File: config.mk
export PLATFORM = sky130hd
export DESIGN_NAME = mul_operand_sequencer
export DESIGN_NICKNAME = d
export VERILOG_FILES = /design/src/rtl/mul_operand_sequencer.sv
export SDC_FILE = /design/constraint.sdc
export NUM_CORES = 1
export LEC_CHECK = 0
export ABC_AREA = 1
export CAP_MARGIN = 20
export CORE_AREA = 2 2 246 176
export DETAILED_ROUTE_END_ITERATION = 16
export DIE_AREA = 0 0 248 178
export DONT_BUFFER_PORTS = 1
export GPL_TIMING_DRIVEN = 0
export PLACE_DENSITY = 0.58
export SLEW_MARGIN = 15
export SYNTH_ARGS = -nofsm -noshare
export SYNTH_HDL_FRONTEND = slang
export SYNTH_SLANG_ARGS = --single-unit
File: constraint.sdc
create_clock -name clock_i -period 4.6 [get_ports clock_i]
set_clock_uncertainty 0.15 [all_clocks]
set_input_delay 0.46 -clock clock_i [delete_from_list [all_inputs] [get_ports clock_i]]
set_output_delay 0.46 -clock clock_i [all_outputs]
set_load 0.02 [all_outputs]
File: src/rtl/mul_operand_sequencer.sv
// mul_operand_sequencer
//   Front end for the repeated-addition multiplier. Operand pairs from a
//   producer are queued in a small FIFO and handed to the multiplier one at a
//   time: each pair gets a one-cycle start pulse, then the sequencer waits for
//   the multiplier's done pulse before issuing the next pair. Completed jobs
//   are counted, and a watchdog abandons a job whose done pulse never comes.
//
//   state | meaning
//   IDLE  | nothing in flight; pops the FIFO head as soon as one is queued
//   ISSUE | start pulse high for exactly one cycle, operands stable
//   WAIT  | waiting for mul_v_i; watchdog counts cycles spent here
//
// Ports
//   clock_i        sole clock, rising edge
//   reset_i        synchronous, active-high
//   push_i         producer offers {push_a_i, push_b_i} this cycle
//   push_a_i/b_i   operand pair (A -> mul_in1_o, B -> mul_in2_o)
//   full_o/empty_o FIFO occupancy flags
//   mul_in1_o/2_o  registered operands, hold the last issued pair
//   mul_s_o        registered start pulse to the multiplier
//   mul_v_i        done pulse from the multiplier
//   busy_o         high while in ISSUE or WAIT
//   jobs_done_o    completed-job counter, wraps
//   timeout_err_o  sticky watchdog flag, cleared only by reset
module mul_operand_sequencer #(
  parameter int DEPTH   = 4,
  parameter int TIMEOUT = 1024
) (
  input  logic        clock_i,
  input  logic        reset_i,
  input  logic        push_i,
  input  logic [31:0] push_a_i,
  input  logic [31:0] push_b_i,
  output logic        full_o,
  output logic        empty_o,
  output logic [31:0] mul_in1_o,
  output logic [31:0] mul_in2_o,
  output logic        mul_s_o,
  input  logic        mul_v_i,
  output logic        busy_o,
  output logic [15:0] jobs_done_o,
  output logic        timeout_err_o
);

  localparam int AW = (DEPTH > 1) ? $clog2(DEPTH) : 1;
  localparam int CW = AW + 1;
  localparam logic [CW-1:0] COUNT_FULL = CW'(DEPTH);
  localparam logic [15:0]   WDOG_LAST  = 16'(TIMEOUT - 1);

  typedef enum logic [1:0] {
    ST_IDLE  = 2'd0,
    ST_ISSUE = 2'd1,
    ST_WAIT  = 2'd2
  } state_e;

  state_e        state_q, state_d;
  logic [AW-1:0] wr_ptr_q, wr_ptr_d;
  logic [AW-1:0] rd_ptr_q, rd_ptr_d;
  logic [CW-1:0] count_q, count_d;
  logic [31:0]   in1_q, in1_d;
  logic [31:0]   in2_q, in2_d;
  logic          mul_s_q, mul_s_d;
  logic [15:0]   wdog_q, wdog_d;
  logic [15:0]   jobs_done_q, jobs_done_d;
  logic          timeout_err_q, timeout_err_d;
  logic [63:0]   mem_q [DEPTH];

  logic push_ok;
  logic pop;

  assign full_o        = (count_q == COUNT_FULL);
  assign empty_o       = (count_q == '0);
  assign mul_in1_o     = in1_q;
  assign mul_in2_o     = in2_q;
  assign mul_s_o       = mul_s_q;
  assign busy_o        = (state_q == ST_ISSUE) || (state_q == ST_WAIT);
  assign jobs_done_o   = jobs_done_q;
  assign timeout_err_o = timeout_err_q;

  // Room is judged on the pre-edge count, so a same-edge pop never frees a slot.
  assign push_ok = push_i && !full_o;
  assign pop     = (state_q == ST_IDLE) && !empty_o;

  always_comb begin
    state_d       = state_q;
    in1_d         = in1_q;
    in2_d         = in2_q;
    mul_s_d       = 1'b0;
    wdog_d        = wdog_q;
    jobs_done_d   = jobs_done_q;
    timeout_err_d = timeout_err_q;
    unique case (state_q)
      ST_IDLE: begin
        if (!empty_o) begin
          in1_d   = mem_q[rd_ptr_q][63:32];
          in2_d   = mem_q[rd_ptr_q][31:0];
          mul_s_d = 1'b1;
          state_d = ST_ISSUE;
        end
      end
      ST_ISSUE: begin
        wdog_d  = '0;
        state_d = ST_WAIT;
      end
      ST_WAIT: begin
        // A done pulse wins over watchdog expiry on the same edge.
        if (mul_v_i) begin
          jobs_done_d = jobs_done_q + 16'd1;
          state_d     = ST_IDLE;
        end else if (wdog_q == WDOG_LAST) begin
          timeout_err_d = 1'b1;
          state_d       = ST_IDLE;
        end else begin
          wdog_d = wdog_q + 16'd1;
        end
      end
      default: state_d = ST_IDLE;
    endcase
  end

  always_comb begin
    wr_ptr_d = push_ok ? wr_ptr_q + AW'(1) : wr_ptr_q;
    rd_ptr_d = pop     ? rd_ptr_q + AW'(1) : rd_ptr_q;
    count_d  = count_q + CW'(push_ok) - CW'(pop);
  end

  always_ff @(posedge clock_i) begin
    if (reset_i) begin
      state_q       <= ST_IDLE;
      wr_ptr_q      <= '0;
      rd_ptr_q      <= '0;
      count_q       <= '0;
      in1_q         <= '0;
      in2_q         <= '0;
      mul_s_q       <= 1'b0;
      wdog_q        <= '0;
      jobs_done_q   <= '0;
      timeout_err_q <= 1'b0;
    end else begin
      state_q       <= state_d;
      wr_ptr_q      <= wr_ptr_d;
      rd_ptr_q      <= rd_ptr_d;
      count_q       <= count_d;
      in1_q         <= in1_d;
      in2_q         <= in2_d;
      mul_s_q       <= mul_s_d;
      wdog_q        <= wdog_d;
      jobs_done_q   <= jobs_done_d;
      timeout_err_q <= timeout_err_d;
    end
  end

  // Storage needs no reset: occupancy is tracked by count_q alone.
  always_ff @(posedge clock_i) begin
    if (push_ok) begin
      mem_q[wr_ptr_q] <= {push_a_i, push_b_i};
    end
  end

endmodule

[Word-level counts from Yosys, hierarchy flattened]
Memory sizes are Yosys's and may differ from the RTL's. A register that Yosys moved wholly into a read port is not among the register bits.
Cells that the tools add are included.
Widths: inputs -> output; s select.
Operators by class
  muxes and demuxes: 10
  add/subtract/negate cells: 6
  divide/modulo/power cells: 0
  magnitude comparators: 0
  equal/unequal tests: 8
  multipliers: 0
  shift operators: 0
  bitwise gates (word level): 3
  reductions and logical operators: 14
Operator list (number)
  $add 16x1->16 const B: 2
  $mux 16: 2
  $pmux 16 s2: 1
  $eq 16x10->1 const B: 1
  $mux 2: 3
  $ne 2x2->1 const B: 3
  $pmux 2 s3: 1
  $reduce_and 2->1: 3
  $reduce_and 3->1: 2
  $add 2x1->2 const B: 2
  $add 3x1->3: 1
  $eq 3x3->1 const B: 1
  $logic_not 3->1: 1
  $mux 1: 3
  $ne 3x2->1 const B: 1
  $not 1->1: 3
  $sub 3x1->3: 1
  $eq 2x1->1 const B: 1
  $eq 2x2->1 const B: 1
  $logic_and 1x1->1: 2
  $logic_not 1->1: 2
  $logic_not 2->1: 1
  $reduce_bool 2->1: 1
  $reduce_or 2->1: 1
  $logic_or 1x1->1: 1
Storage, ports and cells
  register bits: 43
  bits in writable memories: 256
  logic and storage cells: 50
  latch bits: 0
  memories: 1
  memory bits (read-only): 0
Memory list
  mem_q: depth 4, width 64, read ports 1, clocked after Yosys merged registers in 1, write ports 1, line 66  | logic [63:0] mem_q [DEPTH];

[Depth between registers and ports, before layout]
  depth in word-level cells: 5
  depth in mapped cells: 14

[Worst setup path before layout]
OpenSTA, ideal clock, no wires.
  path kind: register to register
  from: register count_q[1]
  to: memory mem_q[0][0] (enable)
  cell stages (with the launch flop): 5
  data arrival time: 3.376 ns
  path buffers: 0
  required time: 3.964 ns
  setup time: 0.486 ns
  slack: 0.587 ns
  cells stage by stage: dfxtp_1 > inv_1 > nand2_1 > o21ai_2 > nor2_1
Between the ends
  cells in the longest elaborated chain, start to end: 5
RTL lines
  start: declaration: line 59  | logic [CW-1:0] count_q, count_d;
  start signal: assignment: line 143  | count_q <= count_d;
  $eq 3x3->1: line 71  | assign full_o = (count_q == COUNT_FULL);
  $logic_not 1->1: line 81  | assign push_ok = push_i && !full_o;
  $logic_and 1x1->1: line 81
  $mux 1: line 155  | if (push_ok) begin
  $mux 1 (implied by the code): line 156  | mem_q[wr_ptr_q] <= {push_a_i, push_b_i};
  end: declaration: line 66
No other way between the ends.

[Worst setup path in the final report]
  from: register state_q[0]
  to: register count_q[2]
Between the ends
  cells in the longest elaborated chain, start to end: 3
RTL lines
  start: declaration: line 56  | state_e state_q, state_d;
  start signal: assignment: line 140  | state_q <= state_d;
  $logic_not 2->1: line 82  | assign pop = (state_q == ST_IDLE) && !empty_o;
  $logic_and 1x1->1: line 82
  net pop: line 69  | logic pop;
  $sub 3x1->3: line 124  | count_d = count_q + CW'(push_ok) - CW'(pop);
The timed path passes the listed nets, and every way through them passes these cells.
A chain may end at the register's enable or synchronous reset.

==> impl_metrics.yaml <==
route:
  drt-met1-wl_mm: 16.8
  dr.max_layer_used: "met4"
  vias: 9538
  viasPerCell: 4.86
  drt_iter0_drc: 576
  routed_wl_mm: 36.6
  firstDrtPassIters: 5
  routedWlPerCell_um: 18.7
  met2_length_mm: 16.8
  met3_length_mm: 2.57
  drtAntennaViolNets: 0
  drc: 0
floorplanning:
  die_x_um: 248
  die_area_um2: 44100
  pin_count: 153
  rows: 63
  start_util_pct: 33.7
  core_um2: 41700
  chipHeight_um: 178
synthesis:
  synthAdderAreaFrac_pct: 1.12
  ys_warn_count: 0
  ys_async_sr_fraction_pct: 0
  seq_area_frac_synth_pct: 70.0
  synth_seq_cells: 363
  synth_mux_area_share_pct: 0
  ys.flop_type: "edfxtp_1"
  avgSynthCellArea_um2: 11.2
  synthSimpleGateAreaFrac_pct: 12.9
  synth_most_common_cell: "nor2_1"
  yosysTopAreaCellShare_pct: 54.7
  synth_top_family_by_area: "simple AND/OR/NAND/NOR gates"
  syn_area_um2: 14100
  yosysUniqueCellTypes: 36
  synth_top_cells_by_count: "nor2_1, edfxtp_1, o21ai_0"
  ys_top_cells_by_area: "edfxtp_1, dfxtp_1, nor2_1, o21ai_0, a31oi_1"
  synth_compound_area_share_pct: 11.9
  syn_nets: 1340
  synth.largest_area_cell: "edfxtp_1"
  synth_xor_area_share_pct: 0.187
  synth_edf_count: 256
  synthCells: 1260
clocking:
  cts_root_buf: "clkbuf_16"
  clkSlewWorstSetupHoldPaths_ns: 0.06
  tritoncts: "built"
  cts_buffer_depth: 3
  insertion_delay_ns: 0.54
  postCtsSetupBuffers: 0
  cts_sinks: 363
  cts_buffers: 38
  htreeDepth: 2
hold_path:
  hold_start: "mul_v_i"
  hp-class: "input pin to register"
  hold_depth: 2
  min_to: "timeout_err_o"
cells_and_area:
  drive_gt1_share_pct: 9.31
  regArea_um2: 9830
  n_fill_cell: 3961
  fin_area_um2: 16900
  multi_input_comb_area_um2: 3700
  area_delta_synth_final_pct: 20.6
  final_nets: 1457
global_route:
  grt_max_degree: 26
  grt_pass1_wl_mm: 54.9
  track_usage_pct: 16.5
  first_global_vias: 9110
  antenna_found_initial: 1
  grt-ovfl-total: 0
setup_path:
  reg2reg_depth: 14
  crit_type: "register to register"
  end_kind: "register"
  path_max_fanout: 10
  cp.required_ns: 4.92
  critPathLaunch: "state_q[0]"
  r2r-end: "count_q[2]"
  reg2reg_slack_ns: 1.63
  crit_arrival_ns: 3.29
  r2r-start: "state_q[0]"
  worstSetupStartpointType: "register"
sta:
  tightest_slew_ns: 0.744
  slew_viol_final: 0
  setup_ws_ns: 1.63
  hold_slack_ns: 0.0339
  max_slew_margin_pct: 50.4
  fin_crit_sh_pct: 64.6
  rsz0062_at_grt: "false"
  finalSetupViolCount: 0
  final_hold_viol_count: 0
  finalCriticalPeriod_ns: 2.97
  tns_ns: 0
  fmax_ghz: 0.337
pwr:
  p_leak_nw: 5.80
  p_per_area_nw_per_um2: 592
  irDropWorstVdd_mv: 0.341
placed_design:
  hpwl_mm: 23.7
  gp_congestion: 0.857
  place_area_um2: 15000
  dp_slack_ns: 1.60
  numPortBuffers: 0
run_status:
  status: "finished, final reports clean"
job:
  max-cap-violations: 0
[area by class of cell]
class | count | area share [%]
inverters | 56 | 1.24
diodes | 2 | 0.0295
well taps | 552 | 4.08
clock inverters | 19 | 0.990
plain buffers | 71 | 2.03
clock buffers | 51 | 6.32
repair buffers | 77 | 5.48
multi-input cells | 770 | 21.8
flip-flops and latches | 363 | 58.0
[kinds of logic after synthesis]
group           after synthesis
buf+inv                     127
xor+xnor                      3
flops                       363
fa+ha+maj                    12
compound gates              311
simple gates                444
[metrics by stage]
step / util (%) / instances / power (W)
6_report: 40.6 / 1961 / 0.0100
5_1_grt: 40.6 / 1960 / 0.0106
4_1_cts: 40.6 / 1959 / 0.0102
3_5_place_dp: 36.1 / 1824 / 0.00701
3_3_place_gp: 35.4 / 1812 / 0.00692
2_1_floorplan: - / 1260 / 0.00602
[how the worst max path moves through the flow]
| stage | end | slack [ns] |
|---|---|---|
| 2_1_floorplan | mem_q[0][0] | 0.59 |
| 3_3_place_gp | mem_q[1][20] | -2.02 |
| 3_5_place_dp | count_q[2] | 1.60 |
| 4_1_cts | count_q[2] | 1.58 |
| 5_1_grt | count_q[2] | 1.42 |
| 6_report | count_q[2] | 1.63 |
[report_power, final]
part / total, W / internal, W / leakage, nW / switching, W
sequential: 0.00451 / 0.00400 / 3.22 / 0.000514
combinational: 0.00244 / 0.000740 / 1.97 / 0.00170
clock: 0.00307 / 0.00176 / 0.610 / 0.00131
total: 0.0100 / 0.00650 / 5.80 / 0.00352
[cells in the final DEF, fill, tap and decap left out, types with 8 or more instances in the layout]
| master | netlist | routed |
|---|---|---|
| a31oi_1 | 66 | 66 |
| nand3_1 | 19 | 19 |
| nor2_4 | 4 | 8 |
| buf_2 | 17 | 17 |
| dlygate4sd3_1 | 0 | 65 |
| buf_1 | 8 | 8 |
| buf_4 | 11 | 11 |
| clkbuf_16 | 0 | 39 |
| a21oi_1 | 23 | 23 |
| nor3_1 | 10 | 10 |
| o21ai_0 | 206 | 206 |
| clkinv_2 | 0 | 8 |
| clkbuf_1 | 33 | 40 |
| nand2_1 | 82 | 82 |
| dfxtp_1 | 107 | 107 |
| nor2_1 | 312 | 308 |
| ha_1 | 11 | 11 |
| edfxtp_1 | 256 | 256 |
| inv_1 | 50 | 50 |
[routing by layer]
metal | up-vias | GRT usage [%]
met5 | - | 0
met3 | 43 | 4.60
li1 | 4650 | -
met1 | 4610 | 22.6
met4 | 0 | 3.69
met2 | 235 | 26.1
[registers in the layout (all words and copies together) (netlist names)]
signal and flops:
mem_q 256, wdog_q 16, jobs_done_o 16, state_q 2, mul_in2_o 32, count_q 3
wr_ptr_q 2, mul_s_o 1, rd_ptr_q 2, mul_in1_o 32, timeout_err_o 1
[critical path, stage by stage (launching register included)]
cell and delay (ns):
dfxtp_1 0.33, inv_1 0.08, ha_1 0.17, inv_1 0.08, nor2_4 0.29, buf_4 0.28
buf_2 0.32, ha_1 0.29, inv_1 0.05, ha_1 0.13, inv_1 0.04, fa_1 0.36
inv_1 0.08, o21ai_0 0.09, a21oi_1 0.15
[repair_timing]
action | in CTS | in global routing
hold endpoints to repair | 261 | 0
resized for setup | 0 | 0
hold buffers | 65 | 0
No activity file was read; power rests on OpenSTA's default activity.
